===== src/rtl/prores_hdr_pkg.sv =====
// ProRes picture-header sequencer: shared field widths, constants and FSM state type.
package prores_hdr_pkg;

    localparam int unsigned HEADER_SIZE    = 8;
    localparam int unsigned W_HEADER_SIZE  = 5;
    localparam int unsigned W_RSVD0        = 3;
    localparam int unsigned W_PIC_SIZE     = 32;
    localparam int unsigned W_SLICE_NUM    = 16;
    localparam int unsigned W_RSVD1        = 2;
    localparam int unsigned W_LOG2_SLICE   = 2;
    localparam int unsigned W_RSVD2        = 4;
    localparam int unsigned FIELDS_PER_PIC = 7;

    typedef enum logic [1:0] {
        ST_IDLE  = 2'd0,
        ST_EMIT  = 2'd1,
        ST_ALIGN = 2'd2,
        ST_DONE  = 2'd3
    } hdr_state_e;

endpackage


===== src/rtl/pic_hdr_field_rom.sv =====
// Combinational field table: (field index, picture index, latched header values)
// -> right-justified field value and its length in bits.
module pic_hdr_field_rom
    import prores_hdr_pkg::*;
#(
    parameter int VAL_W = 64
) (
    input  logic [2:0]       fld_idx_i,
    input  logic             pic_idx_i,
    input  logic [31:0]      pic_size_0_i,
    input  logic [31:0]      pic_size_1_i,
    input  logic [15:0]      slice_num_i,
    input  logic [1:0]       log2_slice_mb_i,
    output logic [VAL_W-1:0] val_o,
    output logic [VAL_W-1:0] size_of_bit_o
);

    logic [31:0] pic_size_s;

    // Select the field value and width for the requested field of the requested picture.
    always_comb begin
        pic_size_s    = pic_idx_i ? pic_size_1_i : pic_size_0_i;
        val_o         = '0;
        size_of_bit_o = '0;
        case (fld_idx_i)
            3'd0: begin
                val_o         = VAL_W'(HEADER_SIZE);
                size_of_bit_o = VAL_W'(W_HEADER_SIZE);
            end
            3'd1: begin
                val_o         = '0;
                size_of_bit_o = VAL_W'(W_RSVD0);
            end
            3'd2: begin
                val_o         = VAL_W'(pic_size_s);
                size_of_bit_o = VAL_W'(W_PIC_SIZE);
            end
            3'd3: begin
                val_o         = VAL_W'(slice_num_i);
                size_of_bit_o = VAL_W'(W_SLICE_NUM);
            end
            3'd4: begin
                val_o         = '0;
                size_of_bit_o = VAL_W'(W_RSVD1);
            end
            3'd5: begin
                val_o         = VAL_W'(log2_slice_mb_i);
                size_of_bit_o = VAL_W'(W_LOG2_SLICE);
            end
            3'd6: begin
                val_o         = '0;
                size_of_bit_o = VAL_W'(W_RSVD2);
            end
            default: begin
                val_o         = '0;
                size_of_bit_o = '0;
            end
        endcase
    end

endmodule


===== src/rtl/picture_header_seq.sv =====
// ProRes picture-header sequencer: on start, emits the 7 header fields of one
// (progressive) or two (interlaced) pictures to a bit-packer under a
// valid/ready handshake. Optional build macro PICTURE_HEADER_SEQ_FLUSH_EN adds
// a byte-align/flush beat after each picture.
module picture_header_seq
    import prores_hdr_pkg::*;
#(
    parameter int VAL_W    = 64,
    parameter int MAX_PICS = 2
) (
    input  logic             clock,
    input  logic             reset_n,
    input  logic             start,
    input  logic             interlaced,
    input  logic [31:0]      picture_size_0,
    input  logic [31:0]      picture_size_1,
    input  logic [15:0]      slice_num,
    input  logic [1:0]       log2_slice_mb,
    input  logic             out_ready,
    output logic             output_enable,
    output logic [VAL_W-1:0] val,
    output logic [VAL_W-1:0] size_of_bit,
    output logic             flush_bit,
    output logic             busy,
    output logic             done
);

    localparam logic [2:0] LAST_FLD = 3'(FIELDS_PER_PIC - 1);

    hdr_state_e       state_q, state_d;
    logic [2:0]       fld_q, fld_d;
    logic             pic_q, pic_d;
    logic             interlaced_q, interlaced_d;
    logic [31:0]      size0_q, size0_d;
    logic [31:0]      size1_q, size1_d;
    logic [15:0]      slice_q, slice_d;
    logic [1:0]       log2_q, log2_d;

    logic             oe_q, oe_d;
    logic [VAL_W-1:0] val_q, val_d;
    logic [VAL_W-1:0] sob_q, sob_d;
    logic             busy_q, busy_d;
    logic             done_q, done_d;
    logic [VAL_W-1:0] rom_val_s;
    logic [VAL_W-1:0] rom_sob_s;
    logic             more_pics_s;

    // The ROM looks at next-state indices so the registered outputs line up with the state.
    pic_hdr_field_rom #(.VAL_W(VAL_W)) u_rom (
        .fld_idx_i       (fld_d),
        .pic_idx_i       (pic_d),
        .pic_size_0_i    (size0_d),
        .pic_size_1_i    (size1_d),
        .slice_num_i     (slice_d),
        .log2_slice_mb_i (log2_d),
        .val_o           (rom_val_s),
        .size_of_bit_o   (rom_sob_s)
    );

    // Next-state, index and latch logic; outputs are derived from the next state.
    always_comb begin
        state_d      = state_q;
        fld_d        = fld_q;
        pic_d        = pic_q;
        interlaced_d = interlaced_q;
        size0_d      = size0_q;
        size1_d      = size1_q;
        slice_d      = slice_q;
        log2_d       = log2_q;
        more_pics_s  = (pic_q == 1'b0) && interlaced_q;
        case (state_q)
            ST_IDLE: begin
                if (start) begin
                    interlaced_d = (MAX_PICS > 1) ? interlaced : 1'b0;
                    size0_d      = picture_size_0;
                    size1_d      = picture_size_1;
                    slice_d      = slice_num;
                    log2_d       = log2_slice_mb;
                    state_d      = ST_EMIT;
                    fld_d        = 3'd0;
                    pic_d        = 1'b0;
                end else begin
                    state_d = ST_IDLE;
                end
            end
            ST_EMIT: begin
                if (out_ready) begin
                    if (fld_q == LAST_FLD) begin
`ifdef PICTURE_HEADER_SEQ_FLUSH_EN
                        state_d = ST_ALIGN;
`else
                        fld_d = 3'd0;
                        if (more_pics_s) begin
                            pic_d = 1'b1;
                        end else begin
                            pic_d   = 1'b0;
                            state_d = ST_DONE;
                        end
`endif
                    end else begin
                        fld_d = fld_q + 3'd1;
                    end
                end else begin
                    state_d = ST_EMIT;
                end
            end
            ST_ALIGN: begin
                if (out_ready) begin
                    fld_d = 3'd0;
                    if (more_pics_s) begin
                        pic_d   = 1'b1;
                        state_d = ST_EMIT;
                    end else begin
                        pic_d   = 1'b0;
                        state_d = ST_DONE;
                    end
                end else begin
                    state_d = ST_ALIGN;
                end
            end
            ST_DONE: begin
                state_d = ST_IDLE;
            end
            default: begin
                state_d = ST_IDLE;
                fld_d   = 3'd0;
                pic_d   = 1'b0;
            end
        endcase

        oe_d   = (state_d == ST_EMIT) || (state_d == ST_ALIGN);
        val_d  = (state_d == ST_EMIT) ? rom_val_s : '0;
        sob_d  = (state_d == ST_EMIT) ? rom_sob_s : '0;
        busy_d = (state_d != ST_IDLE);
        done_d = (state_d == ST_DONE);
    end

    // State, indices, latched header values and registered outputs.
    always_ff @(posedge clock or negedge reset_n) begin
        if (!reset_n) begin
            state_q      <= ST_IDLE;
            fld_q        <= 3'd0;
            pic_q        <= 1'b0;
            interlaced_q <= 1'b0;
            size0_q      <= 32'd0;
            size1_q      <= 32'd0;
            slice_q      <= 16'd0;
            log2_q       <= 2'd0;
            oe_q         <= 1'b0;
            val_q        <= '0;
            sob_q        <= '0;
            busy_q       <= 1'b0;
            done_q       <= 1'b0;
        end else begin
            state_q      <= state_d;
            fld_q        <= fld_d;
            pic_q        <= pic_d;
            interlaced_q <= interlaced_d;
            size0_q      <= size0_d;
            size1_q      <= size1_d;
            slice_q      <= slice_d;
            log2_q       <= log2_d;
            oe_q         <= oe_d;
            val_q        <= val_d;
            sob_q        <= sob_d;
            busy_q       <= busy_d;
            done_q       <= done_d;
        end
    end

`ifdef PICTURE_HEADER_SEQ_FLUSH_EN
    logic flush_q;

    // Flush request is asserted for the whole (possibly stalled) align beat.
    always_ff @(posedge clock or negedge reset_n) begin
        if (!reset_n) begin
            flush_q <= 1'b0;
        end else begin
            flush_q <= (state_d == ST_ALIGN);
        end
    end

    assign flush_bit = flush_q;
`else
    assign flush_bit = 1'b0;
`endif

    assign output_enable = oe_q;
    assign val           = val_q;
    assign size_of_bit   = sob_q;
    assign busy          = busy_q;
    assign done          = done_q;

endmodule


===== config.mk =====
export PLATFORM = sky130hd
export DESIGN_NAME = picture_header_seq
export DESIGN_NICKNAME = d
export VERILOG_FILES = /design/src/rtl/prores_hdr_pkg.sv /design/src/rtl/pic_hdr_field_rom.sv /design/src/rtl/picture_header_seq.sv
export SDC_FILE = /design/constraint.sdc
export NUM_CORES = 1
export LEC_CHECK = 0
export ABC_AREA = 1
export CAP_MARGIN = 20
export CORE_ASPECT_RATIO = 0.6
export CORE_UTILIZATION = 45
export CTS_CLUSTER_SIZE = 16
export DETAILED_ROUTE_END_ITERATION = 12
export GPL_TIMING_DRIVEN = 0
export HOLD_SLACK_MARGIN = 0.1
export PLACE_DENSITY = 0.82
export SLEW_MARGIN = 20
export SYNTH_ARGS = -nofsm -noshare
export SYNTH_HDL_FRONTEND = slang
export SYNTH_HIERARCHICAL = 1
export SYNTH_SLANG_ARGS = --single-unit

===== constraint.sdc =====
create_clock -name clock -period 3 [get_ports clock]
set_input_delay 0.3 -clock clock [delete_from_list [all_inputs] [get_ports clock]]
set_output_delay 0.3 -clock clock [all_outputs]
set_load 0.02 [all_outputs]

# == After elaboration in Yosys (flattened, before gate mapping) ==
# Index checks and enable logic that the tools add are counted.
# classes
add_sub_neg,1
n_eq_ne,13
muxes,31
n_bitwise,1
reduce_logical,7
# ops
op,count
$mux W32,5
$mux W64,2
$pmux W32 S4,1
$pmux W6 S6,1
$mux W16,2
$mux W2,7
$eq A3 B3 Y1 const B,4
$mux W3,4
$pmux W3 S3,1
$eq A2 B2 Y1 const B,4
$pmux W2 S4,1
$eq A3 B2 Y1 const B,2
$mux W1,6
$eq A2 B1 Y1 const B,2
$add A3 B1 Y3 const B,1
$eq A3 B1 Y1 const B,1
$logic_not A3 Y1,1
$pmux W1 S3,1
$logic_not A2 Y1,1
$reduce_and A2 Y1,1
$reduce_bool A2 Y1,1
$reduce_or A2 Y1,1
$logic_and A1 B1 Y1,1
$logic_or A1 B1 Y1,1
$not A1 Y1,1
# totals
ff_bits,220
inputBits,87
out_inout_bits,132
wordCells,66

# == Logic depth before layout (Yosys ltp) ==
# logic_depth
depth_word,9
ltp_mapped,14
depth_no_buf,13

# == Modules after synthesis ==
# Netlist, hierarchy kept.
# modules_own_cells
mod,n_inst,cells_per_inst,area_each_um2,seq_area_each_um2
picture_header_seq,1,825,8045.2,5505.3
pic_hdr_field_rom,1,266,1529.0,0.0

# == Worst setup path after synthesis ==
# OpenSTA, ideal clock, no wires.
# synth_path
path_type,register to register
startpoint,reg state_q[1]
endpoint,"reg val_q[12], in the netlist val[12]"
setup_time_ns,0.113
arrival_time_ns,2.040
t_required_ns,2.887
slack_ns,0.847
path_stages_with_launch,12
n_path_buf,1
synth_period_minus_slack_ns,2.153
cell_sequence,dfrtp_1 nor2_4 nand2_1 nand2_1 inv_1 o21ai_0 inv_4 buf_6 nand4_1 nand2_1 nand2_1 inv_1
# synth_via
word_cells_on_any_way,21
classes_between,eq/ne (7); mux (12); reduce/logical (2)
# synth_rtl
element,line_no,source
from (decl),picture_header_seq.sv:30,"hdr_state_e state_q, state_d;"
from (signal assigned),picture_header_seq.sv:155,state_q <= state_d;
"$eq A2 B2 Y1, or another cell as far along",picture_header_seq.sv:71,case (state_q)
$pmux W3 S3 (*),picture_header_seq.sv:71,
named net fld_d[2],picture_header_seq.sv:31,"logic [2:0] fld_q, fld_d;"
"$eq A3 B3 Y1, or another cell as far along",pic_hdr_field_rom.sv:25,case (fld_idx_i)
$pmux W32 S4 (*),pic_hdr_field_rom.sv:25,
named net rom_val_s[12],picture_header_seq.sv:44,logic [VAL_W-1:0] rom_val_s;
$mux W64 (*),picture_header_seq.sv:132,val_d = (state_d == ST_EMIT) ? rom_val_s : '0;
named net val_d[12],picture_header_seq.sv:40,"logic [VAL_W-1:0] val_q, val_d;"
to (signal assigned),picture_header_seq.sv:164,val_q <= val_d;
to (decl),picture_header_seq.sv:40,
# The timed path passes the listed nets; every way through them passes the cells marked *.
# A chain may end at the register's enable or synchronous reset.

# == Final worst setup path ==
# layout_path
startpoint,reg state_q[1]
endpoint,"reg val_q[16], in the netlist val[16]"
# layout_via
word_cells_on_any_way,20
classes_between,eq/ne (7); mux (11); reduce/logical (2)
# layout_rtl
element,line_no
"$eq A2 B2 Y1, or another cell as far along",picture_header_seq.sv:71
$pmux W2 S4 (*),picture_header_seq.sv:71
named net state_d[0],picture_header_seq.sv:30
$eq A2 B1 Y1 (*),picture_header_seq.sv:132
$mux W64 (*),picture_header_seq.sv:132
named net val_d[16],picture_header_seq.sv:40
# Marks and branches as above.

==> reports/qor.yml <==
h-tree-depth: 1
dpl_cell_area_um2: 12500
syn_avg_cell_area_um2: 8.78
cp.arrival_ns: 2.90
cts.clk_slew.worst_paths_ns: 0.07
path_max_fanout: 10
core-area_um2: 20400
cts_sinks: 220
ios: 219
numPortBuffers: 217
die_area_um2: 21900
period_needed_ns: 2.46
period_share_pct: 82.0
hold_violations: 0
ys.warnings.count: 6
rows: 40
grt_overflow: 0
area_growth_pct: 37.8
slew_headroom_pct: 44.6
hold_slack_ns: 0.224
status: "finished clean"
dp_slack_ns: 0.0724
viasPerCell: 4.48
synth_cell_types: 26
ys_seq_area_share_pct: 57.5
routedWlPerCell_um: 14.1
root_buffer: "clkbuf_16"
grt_pass1_wl_mm: 38.5
cts_buffers: 22
fp.dieH_um: 115
layout-drive-gt1-share_pct: 13.7
start_util_pct: 46.9
insertion_delay_ns: 0.50
final_common_cell: "nand2_1"
critPathLaunchType: "flop"
post_cts_buffers: 0
antenna_found_initial: 0
grt_pass1_vias: 7369
skew_ns: 0.0127
setup_violations: 0
synth_seq_cells: 220
ctsLongestPathBuffers: 3
tightest_slew_ns: 0.826
critical_path_class: "reg2reg"
fin_tns_setup_ns: 0
end_kind: "flop"
vias: 7672
place.gp.congestion: 0.867
cts_tree: "built"
final_cell_mix: "nand2_1, dfrtp_1, clkdlybuf4s50_1"
grt_max_degree: 102
ant_nets: 0
min_path_type: "in2async"
final_nets: 1515
globalRouteTotalUtil_pct: 22.6
max_clock_freq_mhz: 406
die_w_um: 190
cts-resized-gates: 0
p_per_area_nw_per_um2: 970
peakVddDrop_mv: 0.608
place_hpwl_mm: 17.7
p_leak_nw: 7.87
drt_wl_total_mm: 24.2
design_area_um2: 13200
synth_area_um2: 9570
synthCells: 1091
drtIter0Drc: 613
first_pass_iters: 6
crit_required_ns: 3.44
setup_slack_ns: 0.539
rsz0062_at_grt: "no"
maxSlewViolCount: 0
post-route-util_pct: 64.6
drc: 0
maxCapViolCount: 0
cts_hold_buf: 1
[synth_stat cells]
cell type  count  area (µm²)
o211ai_1       1        7.51
nor3_1         1        5.00
a21oi_1        7        35.0
nand2_2        1        6.26
conb_1         2        7.51
inv_1        144         541
ha_1           3        37.5
nor2_1         4        15.0
inv_4          1        6.26
nand2_4        1        11.3
nand3_1       90         450
o21ai_1        2        10.0
o21ai_0        5        25.0
nand3b_1       1        7.51
nor2_2         1        6.26
nand2_1      426        1600
clkbuf_1       2        7.51
dfrtp_1      220        5510
inv_2          1        3.75
a21oi_2       10        87.6
buf_2         37         185
buf_6         11         124
nor2_4         3        33.8
nand3_2        1        10.0
buf_4         97         728
nand4_1       19         119
[cells by family (layout without fill, tap and decap cells)]
logic type / after synthesis / count (layout) / share of synthesized area, %
AND/OR/NAND/NOR: 548 / 548 / 23.6
adder cells (fa/ha/maj): 3 / 3 / 0.392
flip-flops: 220 / 220 / 57.5
buffers and inverters: 293 / 551 / 16.7
other: 2 / 94 / 0.0784
AO/OA/AOI/OAI: 25 / 25 / 1.72
[path summary, 6_finish.rpt]
check / start / endpoint / slack [ns] / cells past startpoint
worst max-delay path: state_q[1] / val[16] / 0.54 / 9
worst min-delay path: reset_n / val[58] / 0.22 / 2
worst max register to register: state_q[1] / val[16] / 0.54 / 9
worst min register to register: size1_q[22] / size1_q[22] / 0.47 / 2
max in group asynchronous: reset_n / size1_q[18] / 2.01 / 3
min in group clock: interlaced / interlaced_q / 0.38 / 3
[cell type report]
| cell class | count | area [µm²] |
|---|---|---|
| diodes | 2 | 5.00 |
| plain buffers | 147 | 1040 |
| clock buffers | 34 | 647 |
| clock inverters | 4 | 45.0 |
| fillers | 1702 | 7230 |
| inverters | 146 | 551 |
| multi-input cells | 668 | 2810 |
| flip-flops and latches | 220 | 5510 |
| well taps | 273 | 342 |
| repair buffers | 220 | 2240 |
[stage by stage]
| stage | cells | total power, mW |
|---|---|---|
| 2_1_floorplan | 1181 | 7.74 |
| 3_5_place_dp | 1673 | 10.1 |
| 4_1_cts | 1712 | 12.8 |
| 6_report | 1714 | 12.8 |
| 5_1_grt | 1712 | 13.6 |
| 3_3_place_gp | 1671 | 9.93 |
[worst max-delay path, stage by stage, from the launching register on]
cell and delay (ns):
dfrtp_1 0.42, nor2_4 0.07, nand2_1 0.06, nand2_1 0.12, a21oi_1 0.36, ha_1 0.25
clkbuf_1 0.57, buf_2 0.39, nand2_1 0.09, inv_1 0.06
[sequential cells by signal (all words and copies together), names as in the netlist, 2 cells and up]
name,count
slice_q,16
val,64
fld_q,3
size_of_bit,64
size0_q,32
log2_q,2
size1_q,32
state_q,2
[metal layers]
metal	wire [µm]	up-vias	part of all wire, %	track usage [%]
met5	0	-	0	0
met4	350	0	1.4	4.21
met3	2230	31	9.2	5.74
met2	10600	330	44	34.2
met1	11000	3551	46	33.2
li1	-	3760	-	-
[power by group]
group / total (mW) / internal [mW] / switching (mW)
clock: 2.67 / 1.56 / 1.11
sequential: 4.47 / 4.10 / 0.368
combinational: 5.65 / 2.16 / 3.49
total: 12.8 / 7.83 / 4.97
Note: power is estimated with default switching activity, not from simulation.
